--- config.mk ---
export PLATFORM = sky130hd
export DESIGN_NAME = uart_tx_frame
export DESIGN_NICKNAME = d
export VERILOG_FILES = /design/src/rtl/uart_pkg.sv /design/src/rtl/uart_bit_timer.sv /design/src/rtl/uart_tx_frame.sv
export SDC_FILE = /design/constraint.sdc
export NUM_CORES = 1
export LEC_CHECK = 0
export ABC_AREA = 1
export BUFFER_PORTS_ARGS = -buffer_cell sky130_fd_sc_hd__buf_2
export CORE_MARGIN = 5
export CORE_UTILIZATION = 54
export CTS_CLUSTER_DIAMETER = 80
export DETAILED_ROUTE_END_ITERATION = 6
export GPL_TIMING_DRIVEN = 0
export PLACE_DENSITY = 0.77
export SYNTH_ARGS = -nofsm -noshare
export SYNTH_HDL_FRONTEND = slang
export SYNTH_SLANG_ARGS = --single-unit
--- constraint.sdc ---
create_clock -name clk -period 4.45 [get_ports clk]
set_input_delay 0.2225 -clock clk [delete_from_list [all_inputs] [get_ports clk]]
set_output_delay 0.2225 -clock clk [all_outputs]
set_load 0.1 [all_outputs]
--- src/rtl/uart_pkg.sv ---
// Shared UART definitions: parity modes, frame state encoding and the
// bit-period helper. Used by uart_tx_frame and a future uart_rx_frame.
package uart_pkg;

  localparam int PAR_NONE = 0;
  localparam int PAR_EVEN = 1;
  localparam int PAR_ODD  = 2;

  typedef enum logic [2:0] {
    ST_IDLE   = 3'd0,
    ST_START  = 3'd1,
    ST_DATA   = 3'd2,
    ST_PARITY = 3'd3,
    ST_STOP   = 3'd4
  } uart_state_e;

  // Clock cycles per serial bit (integer division, truncating).
  function automatic int clks_per_bit(input int clk_freq, input int baud_rate);
    return clk_freq / baud_rate;
  endfunction

endpackage

--- src/rtl/uart_bit_timer.sv ---
// Bit-period down-counter: load sets the count, then it decrements to zero
// and holds there. tc flags the final cycle of the current bit period.
module uart_bit_timer #(
  parameter int WIDTH = 4
) (
  input  logic             clk,
  input  logic             rst_n,
  input  logic             load,
  input  logic [WIDTH-1:0] load_value,
  output logic [WIDTH-1:0] count,
  output logic             tc
);

  // Load has priority; otherwise count down and stop at zero.
  always_ff @(posedge clk or negedge rst_n) begin
    if (!rst_n) begin
      count <= '0;
    end else if (load) begin
      count <= load_value;
    end else if (count != '0) begin
      count <= count - 1'b1;
    end
  end

  assign tc = (count == '0);

endmodule

--- src/rtl/uart_tx_frame.sv ---
// Parametrised UART transmitter: configurable data width, parity and stop
// bits, valid/ready input with same-edge capture, gap-free back-to-back frames.
// Optional line-break support is compiled in with `define UART_TX_BREAK_EN.
//
// Handshake: a word is accepted on a rising edge where s_valid && s_ready.
// s_data is captured on that edge; s_valid while s_ready is low is ignored.
// s_ready is high in IDLE and in the very last cycle of the last stop bit,
// so an accept there starts the next start bit with no idle gap.
module uart_tx_frame
  import uart_pkg::*;
#(
  parameter int CLK_FREQ  = 12000000,
  parameter int BAUD_RATE = 9600,
  parameter int DATA_BITS = 8,
  parameter int PARITY    = 0,
  parameter int STOP_BITS = 1
) (
  input  logic                 clk,
  input  logic                 rst_n,
`ifdef UART_TX_BREAK_EN
  input  logic                 break_req,
`endif
  input  logic                 s_valid,
  output logic                 s_ready,
  input  logic [DATA_BITS-1:0] s_data,
  output logic                 tx,
  output logic                 busy,
  output logic                 done
);

  localparam int CLKS_PER_BIT = clks_per_bit(CLK_FREQ, BAUD_RATE);
  localparam int CW = (CLKS_PER_BIT >= 2) ? $clog2(CLKS_PER_BIT) : 1;
  localparam logic [CW-1:0] BIT_LOAD  = CW'(CLKS_PER_BIT - 1);
  localparam logic [3:0]    LAST_DATA = 4'(DATA_BITS - 1);
  localparam logic          STOP_LAST = 1'(STOP_BITS - 1);
  localparam logic          HAS_PARITY = (PARITY != PAR_NONE);
  localparam logic          ODD_PARITY = (PARITY == PAR_ODD);

  generate
    if (CLKS_PER_BIT < 2) begin : g_bad_cpb
      $fatal(1, "uart_tx_frame: CLK_FREQ/BAUD_RATE must be >= 2");
    end
    if (DATA_BITS < 5 || DATA_BITS > 9) begin : g_bad_data
      $fatal(1, "uart_tx_frame: DATA_BITS must be 5..9");
    end
    if (PARITY < 0 || PARITY > 2) begin : g_bad_par
      $fatal(1, "uart_tx_frame: PARITY must be 0, 1 or 2");
    end
    if (STOP_BITS < 1 || STOP_BITS > 2) begin : g_bad_stop
      $fatal(1, "uart_tx_frame: STOP_BITS must be 1 or 2");
    end
  endgenerate

  uart_state_e          state, state_d;
  logic                 tx_d;
  logic                 done_d;
  logic [DATA_BITS-1:0] sh;
  logic                 par_q;
  logic [3:0]           bit_idx;
  logic                 stop_idx;
  logic [CW-1:0]        count;
  logic                 tc;
  logic                 load;
  logic                 capture;
  logic                 shift;
  logic                 bit_clr;
  logic                 bit_inc;
  logic                 stop_clr;
  logic                 stop_inc;
  logic                 accept;
  logic                 last_stop;
  logic                 break_active;

`ifdef UART_TX_BREAK_EN
  assign break_active = break_req;
`else
  assign break_active = 1'b0;
`endif

  uart_bit_timer #(
    .WIDTH (CW)
  ) u_bit_timer (
    .clk        (clk),
    .rst_n      (rst_n),
    .load       (load),
    .load_value (BIT_LOAD),
    .count      (count),
    .tc         (tc)
  );

  assign last_stop = (stop_idx == STOP_LAST);
  assign s_ready   = ((state == ST_IDLE) || ((state == ST_STOP) && last_stop && tc))
                     && !break_active;
  assign accept    = s_valid && s_ready;
  // Look one cycle ahead so the registered done lands in the final stop cycle.
  assign done_d    = (state == ST_STOP) && last_stop && (count == CW'(1));

  // FSM state register.
  always_ff @(posedge clk or negedge rst_n) begin
    if (!rst_n) begin
      state <= ST_IDLE;
    end else begin
      state <= state_d;
    end
  end

  // Next state, next tx level and datapath controls for each bit boundary.
  always_comb begin
    state_d  = state;
    tx_d     = tx;
    load     = 1'b0;
    capture  = 1'b0;
    shift    = 1'b0;
    bit_clr  = 1'b0;
    bit_inc  = 1'b0;
    stop_clr = 1'b0;
    stop_inc = 1'b0;
    case (state)
      ST_IDLE: begin
        tx_d = !break_active;
        if (accept) begin
          state_d = ST_START;
          tx_d    = 1'b0;
          load    = 1'b1;
          capture = 1'b1;
        end
      end
      ST_START: begin
        if (tc) begin
          state_d = ST_DATA;
          tx_d    = sh[0];
          shift   = 1'b1;
          load    = 1'b1;
          bit_clr = 1'b1;
        end
      end
      ST_DATA: begin
        if (tc) begin
          load = 1'b1;
          if (bit_idx == LAST_DATA) begin
            if (HAS_PARITY) begin
              state_d = ST_PARITY;
              tx_d    = par_q;
            end else begin
              state_d  = ST_STOP;
              tx_d     = 1'b1;
              stop_clr = 1'b1;
            end
          end else begin
            tx_d    = sh[0];
            shift   = 1'b1;
            bit_inc = 1'b1;
          end
        end
      end
      ST_PARITY: begin
        if (tc) begin
          state_d  = ST_STOP;
          tx_d     = 1'b1;
          load     = 1'b1;
          stop_clr = 1'b1;
        end
      end
      ST_STOP: begin
        tx_d = 1'b1;
        if (tc) begin
          if (!last_stop) begin
            load     = 1'b1;
            stop_inc = 1'b1;
          end else if (accept) begin
            state_d = ST_START;
            tx_d    = 1'b0;
            load    = 1'b1;
            capture = 1'b1;
          end else begin
            state_d = ST_IDLE;
          end
        end
      end
      default: begin
        state_d = ST_IDLE;
        tx_d    = 1'b1;
      end
    endcase
  end

  // Registered outputs plus shift register, parity and bit/stop indices.
  always_ff @(posedge clk or negedge rst_n) begin
    if (!rst_n) begin
      tx       <= 1'b1;
      busy     <= 1'b0;
      done     <= 1'b0;
      sh       <= '0;
      par_q    <= 1'b0;
      bit_idx  <= '0;
      stop_idx <= 1'b0;
    end else begin
      tx   <= tx_d;
      busy <= (state_d != ST_IDLE);
      done <= done_d;
      if (capture) begin
        sh    <= s_data;
        par_q <= (^s_data) ^ ODD_PARITY;
      end else if (shift) begin
        sh <= sh >> 1;
      end
      if (bit_clr) begin
        bit_idx <= '0;
      end else if (bit_inc) begin
        bit_idx <= bit_idx + 4'd1;
      end
      if (stop_clr) begin
        stop_idx <= 1'b0;
      end else if (stop_inc) begin
        stop_idx <= 1'b1;
      end
    end
  end

endmodule

=== Word level (Yosys, flattened, before mapping) ===
Cells that the tools add are included.

* Equal/unequal tests: 9
* Multipliers: 0
* Bitwise gates (word level): 1
* Muxes and demuxes: 44
* $lt $le $gt $ge: 0
* Shifts and indexed selects: 0
* Add/subtract/negate cells: 2
* Reduce and logical (&&, ||, !) cells: 15
* Div/mod/pow operators: 0

{| class="wikitable"
|+ Operators with widths
! cell !! number
|-
| $mux 1 || 25
|-
| $mux 11 || 2
|-
| $mux 3 || 7
|-
| $mux 8 || 2
|-
| $pmux 3 s5 || 1
|-
| $eq 11x1->1 const B || 1
|-
| $logic_not 11->1 || 1
|-
| $reduce_bool 11->1 || 1
|-
| $sub 11x1->11 const B || 1
|-
| $mux 4 || 2
|-
| $reduce_bool 2->1 || 4
|-
| $eq 3x2->1 const B || 2
|-
| $ne 2x2->1 const B || 3
|-
| $pmux 1 s2 || 3
|-
| $pmux 1 s5 || 1
|-
| $add 4x1->4 const B || 1
|-
| $eq 4x3->1 const B || 1
|-
| $logic_and 1x1->1 || 4
|-
| $eq 3x1->1 const B || 1
|-
| $eq 3x3->1 const B || 1
|-
| $logic_not 3->1 || 1
|-
| $pmux 1 s3 || 1
|-
| $reduce_and 3->1 || 1
|-
| $reduce_bool 3->1 || 1
|-
| other kinds (3) || 3
|}

* Input bits: 11
* Memories: 0
* Latch bits: 0
* Register bits: 30
* Bits in read-only memories: 0
* Word-level logic and storage cells: 79
* Output and inout bits: 4
* Bits in writable memories: 0

=== Logic depth before layout (Yosys ltp) ===
Gate-level depths: netlist of run 1.

* Depth after elaboration: 10
* Depth in mapped cells: 11
* Gate-level depth less buffers: 11

=== By module ===
A second synthesis of run 1 with hierarchy kept.

* Cell total of the unflattened synthesis: 268
* Area total of the unflattened synthesis: 1956.9 um^2

{| class="wikitable"
|+ By module, submodules not included
! module !! area each (um^2) !! cells each !! sequential area each (um^2) !! instances
|-
| uart_tx_frame || 1202.4 || 159 || 476.7 || 1
|-
| uart_bit_timer || 754.5 || 109 || 275.3 || 1
|}

=== Least setup slack after synthesis of run 1 ===
OpenSTA, ideal clock, no wires.

* Path type: flip-flop to flip-flop
* Start: reg u_bit_timer.count[0]
* End: reg sh[0]
* Arrival time: 1823 ps
* Period minus slack after synthesis: 1940 ps
* Path buffers: 1
* Path slack: 2510 ps
* Data required time: 4333 ps
* Library setup time: 117 ps
* Cell stages (with the launch flop): 11
* Cell sequence: dfrtp_1 > inv_1 > ha_1 > nand3_2 > nor2_2 > nand3_1 > nand2_2 > nand2_2 > buf_6 > o21ai_1 > inv_1

* Longest elaborated chain between the ends: 9
* Elaborated cells on any way between the ends: 13
* Those cells by class: 8 x mux; 5 x reduce/logical

{| class="wikitable"
|+ Ends and longest elaborated chain
! item !! line !! RTL
|-
| start: declaration || uart_bit_timer.sv:10 || <nowiki>output logic [WIDTH-1:0] count,</nowiki>
|-
| start signal: assignment || uart_bit_timer.sv:19 || <nowiki>count <= load_value;</nowiki>
|-
| start signal: assignment || uart_bit_timer.sv:21 || <nowiki>count <= count - 1'b1;</nowiki>
|-
| $logic_not 11->1 (*) || uart_bit_timer.sv:25 || <nowiki>assign tc = (count == '0);</nowiki>
|-
| $logic_and 1x1->1 (*) || uart_tx_frame.sv:92 || <nowiki>assign s_ready = ((state == ST_IDLE) || ((state == ST_STOP) && last_stop && tc))</nowiki>
|-
| $logic_or 1x1->1 (*) || uart_tx_frame.sv:92 ||
|-
| net s_ready || uart_tx_frame.sv:24 || <nowiki>output logic s_ready,</nowiki>
|-
| $logic_and 1x1->1 (*) || uart_tx_frame.sv:94 || <nowiki>assign accept = s_valid && s_ready;</nowiki>
|-
| $mux 1 (*) || uart_tx_frame.sv:121, uart_tx_frame.sv:170 ||
|-
| $mux 1 || uart_tx_frame.sv:167 || <nowiki>if (!last_stop) begin</nowiki>
|-
| $mux 1 || uart_tx_frame.sv:166 || <nowiki>if (tc) begin</nowiki>
|-
| $pmux 1 s2 (*) || uart_tx_frame.sv:118 || <nowiki>case (state)</nowiki>
|-
| $mux 8 / $reduce_bool 2->1 (equally long branches) || -- ||
|-
| end signal: assignment || uart_tx_frame.sv:202 || <nowiki>sh <= s_data;</nowiki>
|-
| end signal: assignment || uart_tx_frame.sv:205 || <nowiki>sh <= sh >> 1;</nowiki>
|-
| end: declaration || uart_tx_frame.sv:57 || <nowiki>logic [DATA_BITS-1:0] sh;</nowiki>
|}

The timed path passes the listed nets; every way through them passes the cells marked *.
A chain may end at the register's enable or synchronous reset.

=== Final worst setup path of run 1 ===
* Start: reg u_bit_timer.count[0]
* End: out s_ready

* Longest elaborated chain between the ends: 3

{| class="wikitable"
|+ Ends and longest elaborated chain
! item !! line
|-
| $logic_not 11->1 || uart_bit_timer.sv:25
|-
| $logic_and 1x1->1 || uart_tx_frame.sv:92
|-
| $logic_or 1x1->1 || uart_tx_frame.sv:92
|-
| end: declaration || uart_tx_frame.sv:24
|}

Every way passes these cells.

==> results of run 1 <==
-- worst reg2reg max path, stage by stage (launching register included) --
cell and delay, ps:
dfrtp_1 440, inv_1 70, ha_1 180, nand3_2 120, nor2_2 160, nand2_1 120, buf_2 200, o21ai_0 160
nand2_1 70, nand2_1 80, nand2_1 70
-- final cells by class --
cell class              instances  area [um^2]
clock inverters                 1         5.00
repair buffers                 15         80.1
fillers                       290         1140
inverters                      35          134
multi-input cells             157          800
well taps                      44         55.1
clock buffers                   7         55.1
flip-flops and latches         30          752
plain buffers                   3         27.5
-- synth_stat cells, types with 4 or more instances --
library cell | instances | area, um^2
nand2_1 | 54 | 203
inv_2 | 7 | 26.3
o21ai_0 | 10 | 50.1
inv_1 | 27 | 101
dfrtp_1 | 29 | 726
nand3_1 | 23 | 115
a21oi_1 | 4 | 20.0
nand4_1 | 9 | 56.3
nand2_2 | 4 | 25.0
o21ai_1 | 6 | 30.0
nor2_1 | 24 | 90.1
-- metrics by stage --
stage | hold WS [ps] | instance area (um^2) | worst slack (ps) | std cells | utilization [%]
after global placement | 296 | 1840 | 2660 | 283 | 60.2
after CTS | 73.3 | 1910 | 2260 | 292 | 62.5
after global routing | 79.9 | 1910 | 2140 | 292 | 62.5
after floorplan | -73.1 | 1710 | 2510 | 225 | -
final | 87.4 | 1910 | 2280 | 292 | 62.5
after detailed placement | 298 | 1840 | 2640 | 283 | 60.2
-- routing by layer --
| layer | vias up | wire length, um |
|---|---|---|
| li1 | 766 | - |
| met1 | 687 | 1600 |
| met2 | 22 | 1610 |
| met3 | 4 | 152 |
| met4 | 0 | 38 |
| met5 | - | 0 |
-- power by group through the flow --
stage	clock network, W	registers (W)	logic [W]
6_report	0.000173	0.000272	0.0000106
5_1_grt	0.000192	0.000273	0.0000125
2_1_floorplan	0	0.000278	0.000000167
3_3_place_gp	0	0.000278	0.0000103
4_1_cts	0.000179	0.000272	0.0000112
3_5_place_dp	0	0.000278	0.0000105
-- sequential cells by signal (all words and copies together) (netlist names) --
signal             cells
sh                     8
done                   1
bit_idx                4
busy                   1
state                  3
tx                     1
stop_idx               1
u_bit_timer.count     11
-- worst paths after layout --
path | from | endpoint | slack (ps) | depth (start not counted)
max in group asynchronous | rst_n | bit_idx[1] | 3560 | 2
max | u_bit_timer.count[0] | s_ready | 2280 | 7
min | s_data[0] | sh[0] | 90 | 3
min reg2reg | tx | tx | 510 | 2
min in group asynchronous | rst_n | u_bit_timer.count[9] | 450 | 2
max reg2reg | u_bit_timer.count[0] | busy | 2650 | 10
-- layout by cell type, fill, tap and decap left out, drive strengths merged, types with 2 or more instances in the layout --
cell type	synthesis	routed
nand3	26	26
nand2	59	59
xor2	2	2
dfrtp	29	29
o21ai	17	17
ha	3	3
clkbuf	0	7
nor3	2	2
inv	35	35
buf	3	17
nor2	30	30
nand4	9	9
a21oi	4	4
-- cell families after synthesis --
logic type               count (synthesis)  synth area share [%]
AND/OR/NAND/NOR                        128                  35.4
buffers and inverters                   38                  9.42
flip-flops                              30                  43.9
AO/OA/AOI/OAI                           24                  8.11
adder cells (fa/ha/maj)                  3                  2.19
XOR/XNOR                                 2                  1.02
==> flow_summary.ini, run 1 <==
[pwr]
internal-power_w = 0.000353
comb_power_share_pct = 2.3
power_leakage_nw = 0.950
swShare_pct = 22.7
power.switching_w = 0.000103
clockPowerShare_pct = 37.9
powerDensity_nw_per_um2 = 239
ir_drop_mv = 0.148
fin_total_pwr_w = 0.000456
pwr-share-seq_pct = 59.7

[routing]
wl_per_cell_um = 11.7
wirelength_um = 3410
drt-pass1-iter-count = 4
avgViaCountPerCell = 5.07
remaining_drc_errors = 0
num_vias = 1479
drt_iter0_drc = 87
detail-route-antenna-nets = 0

[cts]
numCtsBuffers = 5
htreeDepth = 2
cts.path.max_buffers = 2
cts_setup_buffers = 0
cts_resized = 0
clk_pin_slew_ps = 110
ctsHoldBuffers = 1
root_buffer = clkbuf_4
clkLatencyLatePin_ps = 340
cts_tree = done
cts_sinks = 30

[setup_path]
crit_type = register to output port
worstPathArrival_ps = 1950
crit_path_top_delay_cell = dfrtp_1
max_stage_delay_ps = 440
startpoint_type = register
required_ps = 4230
end_kind = output port
crit_buf_inv = 2
cp_top_family = buffers and inverters
crit_fanout = 5
path_cells = inv_1 -> ha_1 -> nand3_2 -> nor2_2 -> nand3_1 -> nand2_2 -> buf_2

[timing]
tightest_slew_ps = 668
rsz0062_at_grt = no
hold_viol_final = 0
fin_skew_ps = 14.3
setup_viol = 0
report.final.slew_viol_count = 0
fin_tns_setup_ps = 0
post-route-period-util_pct = 48.8
max-slew-margin-rel_pct = 55.5
fmax_ghz = 0.460
fin_crit_ps = 2170

[synth]
synth_area_per_cell_um2 = 7.61
synth_cells = 225
synth_seq_cells = 30
synth_cell_type_count = 28
synth_edf_count = 0
async_flop_share_pct = 100
syn_area_um2 = 1710
ys_warn_count = 0
synth_fp_nets = 239
synthFlopType = dfrtp_1
seq_area_frac_synth_pct = 43.9

[placement]
port_buffers = 14
hpwl_um = 2570
gp_congestion = 0.883

[grt]
use_met2_pct = 29.6
gr-max-usage-layer = met2
grt_use_total_pct = 18.5
overflow = 0
use_met3_pct = 5.61
first_global_vias = 1389
antenna_found_initial = 0
grt_pass1_wl_um = 6090
grt_max_degree = 31
met1_usage_pct = 23.3

[layout]
antenna_cells = 0
layout.nets = 261
syn_to_final_growth_pct = 11.4
post_route_cells_drive_above_1_share_pct = 19.8

[min_path]
hold_path.class = input port to register

[floorplanning]
core_area_um2 = 3050
die_w_um = 66.3
dieArea_um2 = 4400
dieHeight_um = 66.3
ios = 15
placement_rows = 20
start_util_pct = 56.1

[run_status]
status = complete, no violations

[flow_run]
max_cap_violations = 0
Note: power is estimated with default switching activity, not from simulation.
==> run 2: changes to the inputs <==
--- a/config.mk
+++ b/config.mk
@@ -5,14 +5,14 @@
 export SDC_FILE = /design/constraint.sdc
 export NUM_CORES = 1
 export LEC_CHECK = 0
-export ABC_AREA = 1
+export ABC_AREA = 0
 export BUFFER_PORTS_ARGS = -buffer_cell sky130_fd_sc_hd__buf_2
 export CORE_MARGIN = 5
 export CORE_UTILIZATION = 54
 export CTS_CLUSTER_DIAMETER = 80
 export DETAILED_ROUTE_END_ITERATION = 6
 export GPL_TIMING_DRIVEN = 0
-export PLACE_DENSITY = 0.77
+export PLACE_DENSITY = 0.78
 export SYNTH_ARGS = -nofsm -noshare
 export SYNTH_HDL_FRONTEND = slang
 export SYNTH_SLANG_ARGS = --single-unit
==> constraint.sdc (replaced) <==
create_clock -name clk -period 2.25 [get_ports clk]
set_input_delay 0.1125 -clock clk [delete_from_list [all_inputs] [get_ports clk]]
set_output_delay 0.1125 -clock clk [all_outputs]
set_load 0.1 [all_outputs]
==> flow_summary.ini, run 2 <==
[run_status]
status = complete, no violations

[setup_path]
crit_fanout = 3
startpoint_type = register
path_cells = inv_2 -> ha_4 -> or3b_4 -> or3_4 -> a21oi_4 -> buf_12
worstPathArrival_ps = 2060
max_stage_delay_ps = 420
cp_top_family = simple AND/OR/NAND/NOR gates
crit_type = register to output port
end_kind = output port
required_ps = 2140
crit_buf_inv = 2
crit_start = u_bit_timer.count[1]
r2r_start = u_bit_timer.count[1]
crit_path_top_delay_cell = dfrtp_1

[grt]
antenna_found_initial = 0
overflow = 0
first_global_vias = 1338
grt_use_total_pct = 18.6
grt_max_degree = 31
grt_pass1_wl_um = 5950

[cts]
htreeDepth = 2
clkLatencyLatePin_ps = 340
numCtsBuffers = 5
clk_pin_slew_ps = 90
cts.path.max_buffers = 2
cts_tree = done
root_buffer = clkbuf_4
cts_sinks = 30

[timing]
fin_skew_ps = 14.9
fin_tns_setup_ps = 0
tightest_slew_ps = 683
fmax_ghz = 0.460
report.final.slew_viol_count = 0
max-slew-margin-rel_pct = 54.5
hold_viol_final = 0
rsz0062_at_grt = no
finalWorstSetupSlack_ps = 75.4
post-route-period-util_pct = 96.7
fin_crit_ps = 2170
setup_viol = 0

[layout]
syn_to_final_growth_pct = 19.0
final_common_cell = dfrtp_1
reg_top3 = u_bit_timer.count (11), sh (8), bit_idx (4)
layout.nets = 208
fillers = 236
antenna_cells = 0
top_register = u_bit_timer.count
largest_reg_flops = 11
layout_common_cells = 28 x dfrtp_1, 20 x nor2_1, 13 x buf_2
multi_input_area_um2 = 880
post_route_cells_drive_above_1_share_pct = 26.7
regArea_um2 = 753

[synth]
ys_warn_count = 0
seq_area_frac_synth_pct = 45.8
synth_cell_type_count = 44
syn_area_um2 = 1640
synth_commonest_cells = 29 x dfrtp_1, 20 x nor2_1, 13 x a21oi_1
synth_edf_count = 0
synth_seq_cells = 30
synth_fp_nets = 174
async_flop_share_pct = 100
synth_area_per_cell_um2 = 10.3
yosysMostFrequentCell = dfrtp_1
synthFlopType = dfrtp_1
synth_cells = 160
synth.largest_area_cell = dfrtp_1
synth_top_area_share_pct = 44.2
synth.area.top_cells = dfrtp_1 44%, nor2_1 4.6%, a21oi_1 4.0%

[pwr]
powerDensity_nw_per_um2 = 606
power_leakage_nw = 0.797
ir_drop_mv = 0.368

[floorplanning]
dieArea_um2 = 4250
start_util_pct = 55.2
dieHeight_um = 65.2
placement_rows = 20
core_area_um2 = 2980
ios = 15
die_w_um = 65.2

[routing]
avgViaCountPerCell = 6.00
drt_iter0_drc = 70
drt-pass1-iter-count = 4
detail-route-antenna-nets = 0
wl_per_cell_um = 16.0
num_vias = 1369
remaining_drc_errors = 0
wirelength_um = 3650

[placement]
port_buffers = 14
hpwl_um = 2460
gp_congestion = 0.827
pre_cts_ws_ps = 2.38

[flow_run]
max_cap_violations = 0

[min_path]
holdCritStartpoint = s_data[4]
hold_path.class = input port to register
==> run 2: cell count changes after synthesis, moves of 5 or more <==
cell / delta
a21oi_1: +9
inv_1: -22
inv_2: -7
mux2i_1: +5
nand2_1: -44
nand3_1: -21
nand4_1: -7
nor2b_1: +7
o21ai_0: -5
o21ai_1: -6
xnor2_1: +5
==> run 2: area by class of cell <==
class | count | share of cell area, %
Multi-Input combinational cell | 121 | 45.0
Tap cell | 33 | 2.11
Timing Repair Buffer | 28 | 9.98
Buffer | 3 | 0.960
Clock buffer | 8 | 2.50
Sequential cell | 30 | 38.5
Inverter | 5 | 0.960
==> run 2: worst paths after layout <==
kind,endpoint,slack (ps),depth (start not counted)
hold reg to reg,sh[7],510,1
min in group asynchronous,u_bit_timer.count[2],340,2
setup reg to reg,bit_idx[1],160,7
setup / recovery,s_ready,80,6
hold / removal,sh[4],40,3
max in group asynchronous,u_bit_timer.count[4],1430,2
==> run 2: where the power goes <==
part / total (W) / leakage [nW] / switching, W / internal (W)
sequential: 0.000694 / 0.358 / 0.0000956 / 0.000598
clock: 0.000304 / 0.0265 / 0.000180 / 0.000124
combinational: 0.000188 / 0.413 / 0.0000948 / 0.0000928
total: 0.00119 / 0.797 / 0.000370 / 0.000815
==> run 2: metrics by stage <==
| stage | power [W] | cell area [um^2] | hold slack (ps) | std cells | utilization (%) |
|---|---|---|---|---|---|
| 2_1_floorplan | 0.000822 | 1680 | -183 | 160 | - |
| 3_3_place_gp | 0.000867 | 1790 | 172 | 207 | 60.2 |
| 3_5_place_dp | 0.000882 | 1790 | 187 | 207 | 60.2 |
| 4_1_cts | 0.00119 | 1900 | 27.2 | 221 | 63.9 |
| 5_1_grt | 0.00125 | 1960 | 48.2 | 228 | 65.7 |
| 6_report | 0.00119 | 1960 | 38.9 | 228 | 65.7 |
==> run 2: what timing repair did <==
| action | CTS | global route |
|---|---|---|
| setup endpoints to repair | 3 | 8 |
| endpoints found under the hold margin | 30 | 0 |
| resized for setup | 5 | 1 |
| buffers inserted | 5 | 7 |
| hold buffers | 2 | 0 |
| pin swaps | 2 | 3 |
==> run 2: cells by family after synthesis <==
logic type	share of synthesized area [%]
adder cells (fa/ha/maj)	2.29
AO/OA/AOI/OAI	15.5
AND/OR/NAND/NOR	25.8
buffers and inverters	2.74
multiplexers	3.05
flip-flops	45.8
XOR/XNOR	4.80
==> run 2: worst min-delay path: stages <==
cell and delay (ps):
buf_2 80, nor2_1 40, a21oi_1 100
==> run 2: metal layers <==
| metal | part of all wire, % | wire [um] | GRT usage [%] |
|---|---|---|---|
| met5 | 0 | 0 | 0 |
| met4 | 2.1 | 76 | 7.51 |
| met3 | 6.1 | 224 | 6.67 |
| met2 | 52 | 1880 | 33.3 |
| met1 | 40 | 1470 | 19.8 |
==> run 3: changes to the inputs <==
--- a/config.mk
+++ b/config.mk
@@ -11,8 +11,8 @@
 export CORE_UTILIZATION = 54
 export CTS_CLUSTER_DIAMETER = 80
 export DETAILED_ROUTE_END_ITERATION = 6
-export GPL_TIMING_DRIVEN = 0
 export PLACE_DENSITY = 0.78
+export REMOVE_ABC_BUFFERS = 1
 export SYNTH_ARGS = -nofsm -noshare
 export SYNTH_HDL_FRONTEND = slang
 export SYNTH_SLANG_ARGS = --single-unit
==> flow_summary.ini, run 3 (synthesis results as in run 2) <==
[timing]
post-route-period-util_pct = 98.8
report.final.slew_viol_count = 0
max-slew-margin-rel_pct = 57.2
tightest_slew_ps = 642
fin_skew_ps = 14.7
fin_crit_ps = 2220
hold_viol_final = 0
fmax_ghz = 0.450
finalWorstSetupSlack_ps = 26.3
setup_viol = 0
rsz0062_at_grt = yes

[floorplanning]
die_w_um = 65.2
core_area_um2 = 2980
ios = 15
placement_rows = 20
dieHeight_um = 65.2
dieArea_um2 = 4250
start_util_pct = 55.2

[cts]
cts_tree = done
root_buffer = clkbuf_4
cts_sinks = 30
clk_pin_slew_ps = 100
numCtsBuffers = 5
htreeDepth = 2
cts.path.max_buffers = 2
clkLatencyLatePin_ps = 340

[placement]
pre_cts_ws_ps = 60.2
hpwl_um = 2440
port_buffers = 14
gp_congestion = 0.827

[layout]
reg_top3 = u_bit_timer.count (11), sh (8), bit_idx (4)
regArea_um2 = 752
utilization_pct = 65.9
post_route_cells_drive_above_1_share_pct = 27.8
layout.nets = 207
top_register = u_bit_timer.count
antenna_cells = 0
multi_input_area_um2 = 877
fillers = 233
largest_reg_flops = 11
layout_common_cells = 29 x dfrtp_1, 20 x nor2_1, 14 x buf_4
final_common_cell = dfrtp_1
syn_to_final_growth_pct = 19.5

[grt]
first_global_vias = 1356
grt_pass1_wl_um = 5840
overflow = 0
grt_use_total_pct = 18.1
antenna_found_initial = 0
grt_max_degree = 31

[routing]
remaining_drc_errors = 0
drt_iter0_drc = 43
avgViaCountPerCell = 5.79
detail-route-antenna-nets = 0
wirelength_um = 3370
num_vias = 1314
drt-pass1-iter-count = 4
wl_per_cell_um = 14.8

[setup_path]
worstPathArrival_ps = 2110
crit_type = register to output port
end_kind = output port
path_cells = inv_2 -> ha_4 -> or3b_4 -> or3_4 -> a21oi_4 -> buf_12
max_stage_delay_ps = 400
crit_fanout = 3
required_ps = 2140
crit_path_top_delay_cell = dfrtp_1
startpoint_type = register

[min_path]
hold_path.class = input port to register

[pwr]
fin_total_pwr_w = 0.00122
power_leakage_nw = 0.809
ir_drop_mv = 0.460
powerDensity_nw_per_um2 = 619

[run_status]
status = complete, no violations

[flow_run]
max_cap_violations = 0
run 3: changes by cell type in the layout (fill, tap and decap cells not counted), sizes merged:
cell      before  now
clkbuf        10    6
clkinvlp       0    1
buf           27   28
clkinv         0    1
run 3: layer usage:
metal | vias up | part of all wire [%] | GRT usage (%)
met3 | 5 | 4.9 | 7.01
met1 | 636 | 44 | 21.3
met4 | 0 | 1.4 | 6.74
met2 | 25 | 49 | 29.9
met5 | - | 0 | 0
li1 | 648 | - | -
run 3: final timing paths:
check,slack [ps],cells past startpoint,startpoint,end
min in group asynchronous,320,2,rst_n,sh[3]
setup / recovery,30,6,u_bit_timer.count[0],s_ready
max in group asynchronous,1500,2,rst_n,u_bit_timer.count[9]
hold / removal,20,3,s_data[5],sh[5]
setup reg to reg,160,5,u_bit_timer.count[8],sh[0]
hold reg to reg,530,1,sh[1],sh[1]
run 3: repair_timing:
action                                  4_1_cts  5_1_grt
buffers inserted                              3        2
gates cloned                                  0        0
hold endpoints to repair                     30        0
gates resized for setup                       4        4
endpoints found under the setup margin        1        1
pin swaps                                     1        2
hold buffers                                  2        0
run 3: critical path: cells and delay by family, from the launching register on:
kind                     cells  cell delay, ps
AND/OR/NAND/NOR              2             770
flip-flops                   1             400
adder cells (fa/ha/maj)      1             140
AO/OA/AOI/OAI                1             190
buffers and inverters        2             280
run 3: power by group:
part | internal (W) | leakage [nW] | switching (W)
logic | 0.0000925 | 0.416 | 0.0000927
registers | 0.000596 | 0.359 | 0.0000923
clock network | 0.000150 | 0.0343 | 0.000192
total | 0.000839 | 0.809 | 0.000377
run 3: area by class of cell:
class | instances | area share [%]
sequential | 30 | 38.3
clock inverter | 2 | 0.637
timing repair buffer | 30 | 10.7
tap | 33 | 2.10
multi-input combinational | 121 | 44.7
inverter | 5 | 0.956
clock buffer | 6 | 2.61
run 3: metrics by stage:
stage | TNS (ps) | hold slack [ps] | instance area [um^2] | std cells
after floorplan | -876 | -183 | 1620 | 156
after global placement | 0 | 164 | 1810 | 212
after detailed placement | 0 | 177 | 1810 | 212
after CTS | 0 | 17.1 | 1930 | 225
after global routing | -37.2 | 4.82 | 1960 | 227
final | 0 | 17.5 | 1960 | 227
